`src/rtl/step_sequencer.sv`:
```
// One-hot micro-step generator for the IAS control unit: programmable cycle length,
// stall, synchronous restart, start/halt run control and a completed-cycle counter.
module step_sequencer #(
    parameter  int NUM_STEPS = 7,
    parameter  int CNT_W     = 16,
    localparam int IDX_W     = (NUM_STEPS > 1) ? $clog2(NUM_STEPS) : 1
) (
    input  logic                 clk,
    input  logic                 rst_n,
    input  logic                 i_start,
    input  logic                 i_halt_req,
    input  logic                 i_en,
    input  logic                 i_clr,
    input  logic [IDX_W-1:0]     i_last_step,
    output logic [NUM_STEPS-1:0] o_steps,
    output logic [IDX_W-1:0]     o_step_idx,
    output logic                 o_busy,
    output logic                 o_cycle_end,
    output logic [CNT_W-1:0]     o_cycle_cnt
);

    typedef enum logic [1:0] {
        S_IDLE = 2'd0,
        S_RUN  = 2'd1,
        S_HALT = 2'd2
    } state_t;

    localparam logic [IDX_W-1:0] LAST_MAX = IDX_W'(NUM_STEPS - 1);

    state_t           r_state;
    logic [IDX_W-1:0] r_step_idx;
    logic             r_halt_pend;
    logic [CNT_W-1:0] r_cycle_cnt;

    logic [IDX_W-1:0] w_eff_last;
    logic             w_at_last;
    logic             w_halt;

    // last_step can exceed the step table when IDX_W rounds up; clamp it.
    assign w_eff_last = (i_last_step > LAST_MAX) ? LAST_MAX : i_last_step;
    assign w_at_last  = (r_step_idx >= w_eff_last);
    assign w_halt     = r_halt_pend | i_halt_req;

    always_ff @(posedge clk or negedge rst_n) begin
        if (!rst_n) begin
            r_state     <= S_IDLE;
            r_step_idx  <= '0;
            r_halt_pend <= 1'b0;
            r_cycle_cnt <= '0;
        end else begin
            case (r_state)
                S_IDLE, S_HALT: begin
                    if (i_start) begin
                        r_state     <= S_RUN;
                        r_step_idx  <= '0;
                        r_halt_pend <= i_halt_req;
                    end
                end
                S_RUN: begin
                    if (i_clr) begin
                        r_step_idx  <= '0;
                        r_halt_pend <= w_halt;
                    end else if (!i_en) begin
                        r_halt_pend <= w_halt;
                    end else if (w_at_last) begin
                        r_step_idx  <= '0;
                        r_cycle_cnt <= r_cycle_cnt + 1'b1;
                        // A pending halt is only honoured at the cycle boundary.
                        if (w_halt) begin
                            r_state     <= S_HALT;
                            r_halt_pend <= 1'b0;
                        end
                    end else begin
                        r_step_idx  <= r_step_idx + 1'b1;
                        r_halt_pend <= w_halt;
                    end
                end
                default: begin
                    r_state    <= S_IDLE;
                    r_step_idx <= '0;
                end
            endcase
        end
    end

    assign o_busy      = (r_state == S_RUN);
    assign o_step_idx  = r_step_idx;
    assign o_steps     = o_busy ? (NUM_STEPS'(1) << r_step_idx) : '0;
    assign o_cycle_end = o_busy & i_en & w_at_last;
    assign o_cycle_cnt = r_cycle_cnt;

endmodule
```
`config.mk`:
```
export PLATFORM = sky130hd
export DESIGN_NAME = step_sequencer
export DESIGN_NICKNAME = d
export VERILOG_FILES = /design/src/rtl/step_sequencer.sv
export SDC_FILE = /design/constraint.sdc
export NUM_CORES = 1
export LEC_CHECK = 0
export BUFFER_PORTS_ARGS = -buffer_cell sky130_fd_sc_hd__buf_4
export CAP_MARGIN = 15
export CORE_MARGIN = 10
export CORE_UTILIZATION = 40
export CTS_CLUSTER_DIAMETER = 80
export DETAILED_ROUTE_END_ITERATION = 16
export GPL_TIMING_DRIVEN = 0
export SLEW_MARGIN = 10
export SYNTH_ARGS = -nofsm -noshare
export SYNTH_HDL_FRONTEND = slang
export SYNTH_SLANG_ARGS = --single-unit
```
`constraint.sdc`:
```
create_clock -name clk -period 4.5 [get_ports clk]
set_input_delay 0.675 -clock clk [delete_from_list [all_inputs] [get_ports clk]]
set_output_delay 0.675 -clock clk [all_outputs]
set_load 0.02 [all_outputs]
```
# Word level (Yosys, flattened, before mapping)
# Cells that the tools add are included.
classes:
  shifts: 1
  muxes: 19
  n_reduce_logical: 7
  bitwise_logic: 4
  n_lt_le_gt_ge: 2
  n_eq_ne: 9
  n_addsub: 2
op_table:
  columns: ["cell", "count"]
  rows:
  - ["adder 16 x 1 -> 16 bit (second input constant)", 1]
  - ["2-to-1 mux 3 bit", 5]
  - ["2-to-1 mux 2 bit", 5]
  - ["2-to-1 mux 7 bit", 1]
  - ["left shift 1 x 3 -> 7 bit (first input constant)", 1]
  - ["!= test 2 bit (second input constant)", 3]
  - ["case mux 3 bit (2 select lines)", 1]
  - ["2-to-1 mux 1 bit", 5]
  - ["!= test 5 x 4 -> 1 bit (second input constant)", 1]
  - ["AND reduction 5 bit", 1]
  - ["!= test 2 x 1 -> 1 bit (second input constant)", 2]
  - ["case mux 2 bit (2 select lines)", 1]
  - ["AND reduction 4 bit", 1]
  - ["adder 3 x 1 -> 3 bit (second input constant)", 1]
  - [">= comparator 3 bit", 1]
  - ["greater-than comparator 3 bit (second input constant)", 1]
  - ["!= test 3 bit (second input constant)", 1]
  - ["AND reduction 3 bit", 1]
  - ["AND 1 bit", 2]
  - ["== test 2 x 1 -> 1 bit (second input constant)", 1]
  - ["== test 2 bit (second input constant)", 1]
  - ["zero test 2 bit", 1]
  - ["case mux 1 bit (2 select lines)", 1]
  - ["AND reduction 2 bit", 1]
  - ["other kinds (4)", 4]
totals:
  register_bits: 22
  word_cells: 48

# Logic depth before layout (Yosys ltp)
# Gate-level depths: netlist (run 1).
depth:
  depth_word: 7
  ltp_mapped: 7
  mapped_depth_nobuf: 6

# Worst setup path after synthesis (run 1)
# OpenSTA, ideal clock, no wires.
synth_path:
  path_type: "input to output"
  from: "in i_last_step[0]"
  to: "out o_cycle_end"
  stages: 6
  n_path_buf: 1
  slack_ps: 1992
  required_time_ps: 3825
  arrival_ps: 1833
  path_cell_list: "a21boi_0 ha_1 nor2b_1 o21ai_2 buf_4 and3_1"
synth_between:
  elab_chain_len: 4
synth_rtl:
  columns: ["element", "line_no", "text"]
  rows:
  - ["from (decl)", "14", "input logic [IDX_W-1:0] i_last_step,"]
  - ["greater-than comparator 3 bit", "40", "assign w_eff_last = (i_last_step > LAST_MAX) ? LAST_MAX : i_last_step;"]
  - ["2-to-1 mux 3 bit (*)", "40", null]
  - [">= comparator 3 bit (*)", "41", "assign w_at_last = (r_step_idx >= w_eff_last);"]
  - ["AND 1 bit (*)", "89", "assign o_cycle_end = o_busy & i_en & w_at_last;"]
  - ["to (decl)", "18", "output logic o_cycle_end,"]
# Mark *: on every way between the ends. The rest lies on a longest branch, timed or not.

# Final worst setup path (run 1)
# Same ends and word-level chain as after synthesis.

==> impl_metrics.env, run 1 <==
export IMPL_status="finished clean"
export IMPL_antenna_cells=0
export IMPL_cts_sinks=22
export IMPL_drt_iter0_markers=66
export IMPL_yosys_warnings=0
export IMPL_worstSkewPairLatency_ps=310
export IMPL_setup_violations=0
export IMPL_cts_resized=0
export IMPL_synth_seq_cells=22
export IMPL_final_max_slew_violation_count=0
export IMPL_final_area_mm2=0.00159
export IMPL_antenna_found_initial=0
export IMPL_num_vias=994
export IMPL_ctsHoldBuffers=0
export IMPL_power_mw=0.589
export IMPL_post_cts_buffers=0
export IMPL_cts_buffers_inserted=3
export IMPL_arrival_ps=2140
export IMPL_p_per_area_mw_per_mm2=370
export IMPL_place_ws_ps=1670
export IMPL_dp_cells=190
export IMPL_r2r_start="o_step_idx[0]"
export IMPL_rsz0062_at_grt="false"
export IMPL_drive_gt1_frac=0.298
export IMPL_hold_viol=0
export IMPL_port_buffers=36
export IMPL_period_share=0.626
export IMPL_clk_pin_slew_worst_paths_ps=130
export IMPL_netlist_area_mm2=0.00124
export IMPL_multiInputGateArea_um2=639
export IMPL_layout_cells_non_filler=194
export IMPL_rows=20
export IMPL_ys_top_cells_by_area="dfrtp_1, xnor2_1, ha_1"
export IMPL_vdd_drop_max_v=0.000194
export IMPL_grt_max_degree=23
export IMPL_max_cap_violations=0
export IMPL_startpoint_type="primary input"
export IMPL_fin_util=0.530
export IMPL_start_util=0.414
export IMPL_die_area_mm2=0.00574
export IMPL_cts_buffer_depth=2
export IMPL_max_freq_ghz=0.355
export IMPL_syn_nets=139
export IMPL_ys_flop_type="dfrtp_1"
export IMPL_crit_required_ps=3830
export IMPL_cts_tree="done"
export IMPL_critPathKind="in2out"
export IMPL_fin_skew_ps=13.0
export IMPL_p_leak_nw=0.781
export IMPL_globalplace_congestion=0.789
export IMPL_grtUsageTotal=0.102
export IMPL_dr_pass1_iters=4
export IMPL_yosys_area_top_type="dfrtp_1"
export IMPL_cp_end_kind="primary output"
export IMPL_fin_hold_ws_ps=228
export IMPL_place_area_mm2=0.00156
export IMPL_seq_area_frac_synth=0.443
export IMPL_routed_wl_mm=2.86
export IMPL_htree_levels=1
export IMPL_die_x_um=75.8
export IMPL_syn_instance_count=121
export IMPL_hold_path_class="in2async"
export IMPL_avgRoutedWirePerCell_um=14.8
export IMPL_via_per_inst=5.12
export IMPL_slew_headroom=0.717
export IMPL_grt_pass1_vias=985
export IMPL_tightest_slew_ps=425
export IMPL_fillCellCount=272
export IMPL_nets=180
export IMPL_path_max_fanout=10
export IMPL_clockRootBuffer="clkbuf_4"
export IMPL_final_antenna_net_count=0
export IMPL_syn_avg_cell_area_um2=10.3
export IMPL_cp_startpoint="i_last_step[0]"
export IMPL_yosysTopAreaCellShare=0.443
export IMPL_finalSetupTns_ps=0
export IMPL_syn_to_final_growth_pct=28.0
export IMPL_drc=0
export IMPL_chipHeight_um=75.8
export IMPL_final_setup_worst_slack_ps=1680
export IMPL_io_pins=37
export IMPL_period_needed_ps=2820
export IMPL_seqCellArea_um2=551
export IMPL_core_mm2=0.00300
export IMPL_async_flop_share=1.00
export IMPL_grt_pass1_wl_mm=4.60
export IMPL_hpwl_mm=2.26
export IMPL_grt_overflow=0
export IMPL_yosysUniqueCellTypes=30
export IMPL_synth_edff_count=0
==> cells in the final DEF (no fill, tap or decap), drive strengths merged, types with 2 or more instances in the layout <==
cell,synthesis,final
buf,3,39
nand4,9,9
clkbuf,0,4
nor3,2,2
o21ai,5,5
nand4b,2,2
and2,2,2
xnor2,15,15
and3,12,12
nand3,5,5
nand2b,3,3
inv,8,8
nand2,9,9
o32ai,2,2
ha,9,9
dfrtp,22,22
nor2,3,3
==> sequential cells by signal, summed over array words and instances (netlist names) <==
name and flops:
o_cycle_cnt 16, o_step_idx 3, r_state 2, r_halt_pend 1
==> synthesized netlist by cell type, drive strengths merged (2+ instances only) <==
| library cell | n |
|---|---|
| nand4 | 9 |
| xnor2 | 15 |
| o32ai | 2 |
| nand2b | 3 |
| nor2 | 3 |
| and3 | 12 |
| nand2 | 9 |
| buf | 3 |
| nor3 | 2 |
| dfrtp | 22 |
| inv | 8 |
| ha | 9 |
| o21ai | 5 |
| and2 | 2 |
| nand4b | 2 |
| nand3 | 5 |
==> area by class of cell <==
cell class                      count  share of cell area
Tap cell                           33              0.0259
Inverter                            9              0.0212
Sequential cell                    22               0.346
Clock buffer                        4              0.0228
Multi-Input combinational cell     87               0.402
Timing Repair Buffer               36               0.170
Buffer                              3              0.0126
==> power by group <==
group          switching, mW  internal, mW  leakage [nW]
clock                 0.0619        0.0493        0.0210
sequential            0.0300         0.223         0.296
combinational          0.129        0.0969         0.465
total                  0.221         0.369         0.781
==> path summary, 6_finish.rpt <==
| check | to | slack, ps | cells after the start |
|---|---|---|---|
| max in group asynchronous | o_cycle_cnt[8] | 4030 | 1 |
| min in group clk | o_cycle_cnt[15] | 500 | 1 |
| worst min-delay path | o_cycle_cnt[1] | 230 | 1 |
| worst min register to register | o_cycle_cnt[15] | 500 | 1 |
| worst max-delay path | o_cycle_end | 1680 | 8 |
| worst max register to register | o_cycle_cnt[15] | 2610 | 7 |
==> critical path, cell delays in order <==
cell	delay, ps
buf_4	100
a21boi_0	110
ha_1	280
nor2b_1	50
o21ai_2	370
buf_4	250
and3_1	170
buf_4	140
==> layer usage <==
metal	up-vias	wire length, µm	track usage
li1	514	-	-
met1	455	1230	0.123
met2	23	1330	0.170
met3	2	293	0.0365
met4	0	14	0.0247
met5	-	0	0
==> cell families (layout without fill, tap and decap cells) <==
logic type                 after synthesis  in the layout  synth area share
muxes                                    1              1           0.00905
buffers and inverters                   12             52            0.0433
xor gates and xnor gates                15             15             0.106
adders and majority gates                9              9            0.0905
and+or+nand+nor                         51             51             0.246
AOI/OAI and AO/OA                       11             11            0.0624
DFF                                     22             22             0.443
Power figures use the tool's default switching activity.
==> inputs of run 2 (changes only) <==
--- a/config.mk
+++ b/config.mk
@@ -5,6 +5,7 @@
 export SDC_FILE = /design/constraint.sdc
 export NUM_CORES = 1
 export LEC_CHECK = 0
+export ABC_AREA = 1
 export BUFFER_PORTS_ARGS = -buffer_cell sky130_fd_sc_hd__buf_4
 export CAP_MARGIN = 15
 export CORE_MARGIN = 10
@@ -12,6 +13,7 @@
 export CTS_CLUSTER_DIAMETER = 80
 export DETAILED_ROUTE_END_ITERATION = 16
 export GPL_TIMING_DRIVEN = 0
+export PLACE_DENSITY = 0.65
 export SLEW_MARGIN = 10
 export SYNTH_ARGS = -nofsm -noshare
 export SYNTH_HDL_FRONTEND = slang
==> constraint.sdc (replaced) <==
create_clock -name clk -period 2.3 [get_ports clk]
set_input_delay 0.345 -clock clk [delete_from_list [all_inputs] [get_ports clk]]
set_output_delay 0.345 -clock clk [all_outputs]
set_load 0.02 [all_outputs]
==> impl_metrics.env, run 2 <==
export IMPL_rsz0062_at_grt="false"
export IMPL_hpwl_mm=2.72
export IMPL_yosys_warnings=0
export IMPL_yosysUniqueCellTypes=22
export IMPL_synth_xor_area_frac=0.0475
export IMPL_port_buffers=36
export IMPL_netlist_area_mm2=0.00148
export IMPL_drt_iter0_markers=81
export IMPL_num_vias=1381
export IMPL_period_needed_ps=2000
export IMPL_start_util=0.409
export IMPL_crit_top_cell="nand2_1"
export IMPL_hold_path_class="in2reg"
export IMPL_async_flop_share=1.00
export IMPL_crit_required_ps=1960
export IMPL_synth_compound_area_share=0.0737
export IMPL_synth_edff_count=0
export IMPL_fin_hold_ws_ps=318
export IMPL_synth_simple_area_share=0.347
export IMPL_ys_flop_type="dfrtp_1"
export IMPL_fin_skew_ps=8.55
export IMPL_tightest_slew_ps=326
export IMPL_cp_end_kind="primary output"
export IMPL_synthAdderAreaFrac=0.0763
export IMPL_chipHeight_um=80.8
export IMPL_cts_buffers_inserted=3
export IMPL_ys_top_cells_by_area="dfrtp_1, nand2_1, ha_1"
export IMPL_p_leak_nw=0.924
export IMPL_largest_register_ffs=16
export IMPL_die_area_mm2=0.00652
export IMPL_p_per_area_mw_per_mm2=962
export IMPL_period_share=0.871
export IMPL_max_freq_ghz=0.499
export IMPL_globalplace_congestion=0.850
export IMPL_drive_gt1_frac=0.201
export IMPL_arrival_ps=1660
export IMPL_dr_pass1_iters=4
export IMPL_cts_sinks=22
export IMPL_grt_max_degree=23
export IMPL_layout_cells_non_filler=297
export IMPL_grt_pass1_vias=1319
export IMPL_clockRootBuffer="clkbuf_8"
export IMPL_final_cell_mix="nand2_1, buf_4, inv_1, nor2_1, dfrtp_1"
export IMPL_final_max_slew_violation_count=0
export IMPL_grtUsageTotal=0.115
export IMPL_vdd_drop_max_v=0.000412
export IMPL_nets=269
export IMPL_finalSetupTns_ps=0
export IMPL_cp_slowest_stage_delay_ps=460
export IMPL_grt_pass1_wl_mm=6.12
export IMPL_syn_avg_cell_area_um2=7.06
export IMPL_synthTopCellsByCount="nand2_1, inv_1, nor2_1, dfrtp_1, o21ai_0"
export IMPL_max_cap_violations=0
export IMPL_syn_to_final_growth_pct=25.8
export IMPL_grt_overflow=0
export IMPL_io_pins=37
export IMPL_syn_instance_count=209
export IMPL_seq_area_frac_synth=0.373
export IMPL_yosys_area_top_type="dfrtp_1"
export IMPL_dp_cells=293
export IMPL_startpoint_type="register"
export IMPL_die_x_um=80.8
export IMPL_drc=0
export IMPL_antenna_cells=0
export IMPL_path_max_fanout=7
export IMPL_hold_viol=0
export IMPL_yosys_cell_count_top_type="nand2_1"
export IMPL_syn_nets=227
export IMPL_status="finished clean"
export IMPL_final_antenna_net_count=0
export IMPL_antenna_found_initial=0
export IMPL_setup_violations=0
export IMPL_critPathKind="reg2out"
export IMPL_cpMaxStageDelayCell="dfrtp_1"
export IMPL_avgRoutedWirePerCell_um=11.8
export IMPL_routed_wl_mm=3.50
export IMPL_synth_seq_cells=22
export IMPL_cts_buffer_depth=2
export IMPL_htree_levels=1
export IMPL_yosysTopAreaCellShare=0.373
export IMPL_synth_mux_area_frac=0
export IMPL_synth_top_family_by_area="simple AND/OR/NAND/NOR gates"
export IMPL_slew_headroom=0.782
export IMPL_worstPathCellList="ha_1 > nand2_1 > o21ai_2 > nand2_1 > nor2_1 > buf_4"
export IMPL_clk_pin_slew_worst_paths_ps=70
export IMPL_via_per_inst=4.65
export IMPL_worstSkewPairLatency_ps=270
export IMPL_cts_tree="done"
export IMPL_core_mm2=0.00361
export IMPL_rows=22
export IMPL_fin_util=0.515
export IMPL_fillCellCount=369
export IMPL_final_common_cell="nand2_1"
## run 2: per-layer routing
| layer | part of all wire | global-route usage | routed length (µm) | up-vias |
|---|---|---|---|---|
| li1 | - | - | - | 739 |
| met4 | 0.014 | 0.0450 | 48 | 0 |
| met3 | 0.060 | 0.0342 | 210 | 5 |
| met5 | 0 | 0 | 0 | - |
| met2 | 0.45 | 0.183 | 1570 | 30 |
| met1 | 0.48 | 0.144 | 1670 | 607 |
## run 2: where the power goes
group | leakage (nW) | switching [mW] | total [mW] | internal (mW)
combinational | 0.615 | 0.546 | 0.902 | 0.357
clock | 0.0216 | 0.126 | 0.243 | 0.117
sequential | 0.287 | 0.148 | 0.642 | 0.494
total | 0.924 | 0.820 | 1.79 | 0.968
## run 2: area by class of cell
| cell class | instances | area, µm² | area share |
|---|---|---|---|
| buffer | 3 | 23.8 | 0.0128 |
| clock buffer | 3 | 41.3 | 0.0222 |
| inverter | 26 | 97.6 | 0.0525 |
| multi-input combinational | 158 | 805 | 0.433 |
| sequential | 22 | 551 | 0.296 |
| tap | 48 | 60.1 | 0.0323 |
| timing repair buffer | 37 | 280 | 0.151 |
## run 2: critical path: cells and delay by family, from the launching register on
kind | cells | cell delay, ps
compound gates | 1 | 240
fa+ha+maj | 1 | 330
simple gates | 3 | 230
flops | 1 | 460
buf+inv | 1 | 140
## run 2: stage by stage
stage	worst slack (ps)	power [mW]	instance area, µm²
after floorplan	482	1.21	1480
after global placement	501	1.55	1810
after detailed placement	479	1.56	1810
after CTS	289	1.81	1860
after global routing	170	1.96	1860
final	297	1.79	1860
## run 2: final timing paths
| path | startpoint | endpoint | slack (ps) | cells after the start |
|---|---|---|---|---|
| worst max-delay path | o_step_idx[2] | o_cycle_end | 300 | 6 |
| worst max register to register | o_step_idx[2] | r_halt_pend | 510 | 7 |
| worst min register to register | r_state[1] | r_state[1] | 480 | 2 |
| max in group asynchronous | rst_n | o_cycle_cnt[1] | 1570 | 2 |
| worst min-delay path | i_start | r_state[0] | 320 | 3 |
| min in group asynchronous | rst_n | o_cycle_cnt[7] | 500 | 2 |
## run 2: kinds of logic after synthesis
kind of cell               Yosys count
xor gates and xnor gates             8
buffers and inverters               29
adders and majority gates            9
DFF                                 22
and+or+nand+nor                    122
AOI/OAI and AO/OA                   19
## run 2: what timing repair did
item / 4_1_cts / 5_1_grt
resized for setup: 0 / 0
hold buffers: 1 / 0
setup endpoints to repair: 0 / 0
buffers inserted: 0 / 0
hold endpoints to repair: 22 / 0
==> inputs of run 3 (changes only) <==
--- a/config.mk
+++ b/config.mk
@@ -13,6 +13,7 @@
 export CTS_CLUSTER_DIAMETER = 80
 export DETAILED_ROUTE_END_ITERATION = 16
 export GPL_TIMING_DRIVEN = 0
+export MAX_ROUTING_LAYER = met4
 export PLACE_DENSITY = 0.65
 export SLEW_MARGIN = 10
 export SYNTH_ARGS = -nofsm -noshare
==> impl_metrics.env, run 3 (same netlist as run 2, synthesis figures left out) <==
export IMPL_clk_pin_slew_worst_paths_ps=70
export IMPL_antenna_found_initial=0
export IMPL_post_cts_buffers=0
export IMPL_rsz0062_at_grt="false"
export IMPL_power_internal_mw=0.968
export IMPL_clockRootBuffer="clkbuf_8"
export IMPL_crit_required_ps=1960
export IMPL_chipHeight_um=80.8
export IMPL_die_area_mm2=0.00652
export IMPL_fin_hold_ws_ps=318
export IMPL_grtUsageTotal=0.119
export IMPL_io_pins=37
export IMPL_arrival_ps=1660
export IMPL_final_common_cell="nand2_1"
export IMPL_startpoint_type="register"
export IMPL_nets=269
export IMPL_finalSetupTns_ps=0
export IMPL_core_mm2=0.00361
export IMPL_critPathKind="reg2out"
export IMPL_final_setup_worst_slack_ps=297
export IMPL_cp_slowest_stage_delay_ps=460
export IMPL_p_sw_mw=0.820
export IMPL_hpwl_mm=2.72
export IMPL_fin_util=0.515
export IMPL_routed_wl_mm=3.49
export IMPL_final_max_slew_violation_count=0
export IMPL_rows=22
export IMPL_grt_pass1_wl_mm=6.12
export IMPL_vdd_drop_max_v=0.000411
export IMPL_p_per_area_mw_per_mm2=962
export IMPL_power_frac_clock=0.136
export IMPL_fin_skew_ps=8.59
export IMPL_setup_violations=0
export IMPL_swShare=0.459
export IMPL_drive_gt1_frac=0.201
export IMPL_seqPwrFrac=0.360
export IMPL_grt_pass1_vias=1319
export IMPL_final_area_mm2=0.00186
export IMPL_globalplace_congestion=0.864
export IMPL_slew_headroom=0.784
export IMPL_period_share=0.871
export IMPL_multiInputGateArea_um2=805
export IMPL_dr_pass1_iters=4
export IMPL_p_leak_nw=0.924
export IMPL_htree_levels=1
export IMPL_hold_path_class="in2reg"
export IMPL_path_max_fanout=7
export IMPL_place_area_mm2=0.00181
export IMPL_drt_iter0_markers=78
export IMPL_fillCellCount=369
export IMPL_cts_sinks=22
export IMPL_largest_register_ffs=16
export IMPL_hold_viol=0
export IMPL_start_util=0.409
export IMPL_antenna_cells=0
export IMPL_cts_buffers_inserted=3
export IMPL_worstPathCellList="ha_1 > nand2_1 > o21ai_2 > nand2_1 > nor2_1 > buf_4"
export IMPL_avgRoutedWirePerCell_um=11.8
export IMPL_port_buffers=36
export IMPL_final_cell_mix="nand2_1, buf_4, inv_1, nor2_1, dfrtp_1"
export IMPL_die_x_um=80.8
export IMPL_status="finished clean"
export IMPL_final_antenna_net_count=0
export IMPL_cp_end_kind="primary output"
export IMPL_worstSkewPairLatency_ps=270
export IMPL_drc=0
export IMPL_max_freq_ghz=0.499
export IMPL_syn_to_final_growth_pct=25.8
export IMPL_max_cap_violations=0
export IMPL_via_per_inst=4.64
export IMPL_period_needed_ps=2000
export IMPL_cts_tree="done"
export IMPL_crit_top_cell="nand2_1"
export IMPL_num_vias=1379
export IMPL_cts_resized=0
export IMPL_cts_buffer_depth=2
export IMPL_grt_overflow=0
export IMPL_seqCellArea_um2=551
export IMPL_place_ws_ps=479
export IMPL_comb_power_share=0.504
export IMPL_cpMaxStageDelayCell="dfrtp_1"
export IMPL_tightest_slew_ps=322
export IMPL_grt_max_degree=23
[run 3: layer usage]
| layer | wire [µm] | vias up | track usage |
|---|---|---|---|
| met5 | 0 | - | - |
| met4 | 48 | 0 | 0.0450 |
| met3 | 199 | 5 | 0.0331 |
| met2 | 1560 | 30 | 0.183 |
| met1 | 1680 | 604 | 0.144 |
| li1 | - | 740 | - |
[run 3: final cells by class]
cell class,instances,area share
multi-input cells,158,0.433
flip-flops and latches,22,0.296
repair buffers,37,0.151
inverters,26,0.0525
well taps,48,0.0323
clock buffers,3,0.0222
plain buffers,3,0.0128
[run 3: what timing repair did]
| action | in CTS | in global routing |
|---|---|---|
| endpoints found under the hold margin | 22 | 0 |
| setup endpoints to repair | 0 | 0 |
| hold buffers | 1 | 0 |
[run 3: critical path: cells and delay by family, from the launching register on]
family          cells  cell delay [ps]
compound gates      1              240
simple gates        3              230
flops               1              460
buf+inv             1              140
fa+ha+maj           1              330
[run 3: per-stage QoR]
step                total power, mW  std cells
finish                         1.79        297
global route                   1.96        297
CTS                            1.81        297
detailed placement             1.56        293
global placement               1.55        293
floorplan                      1.21        209
[run 3: final timing paths]
check	startpoint	to	slack (ps)	cells past startpoint
worst min-delay path	i_start	r_state[0]	320	3
worst max-delay path	o_step_idx[2]	o_cycle_end	300	6
worst max register to register	o_step_idx[2]	r_halt_pend	510	7
max in group asynchronous	rst_n	o_cycle_cnt[1]	1570	2
min in group asynchronous	rst_n	o_cycle_cnt[7]	490	2
worst min register to register	r_state[1]	r_state[1]	480	2
[run 3: power by group through the flow]
stage | Sequential (mW) | Clock, mW | Combinational, mW
after floorplan | 0.723 | 0 | 0.483
after global placement | 0.647 | 0 | 0.903
after detailed placement | 0.649 | 0 | 0.913
after CTS | 0.642 | 0.246 | 0.918
after global routing | 0.663 | 0.267 | 1.03
final | 0.643 | 0.243 | 0.902
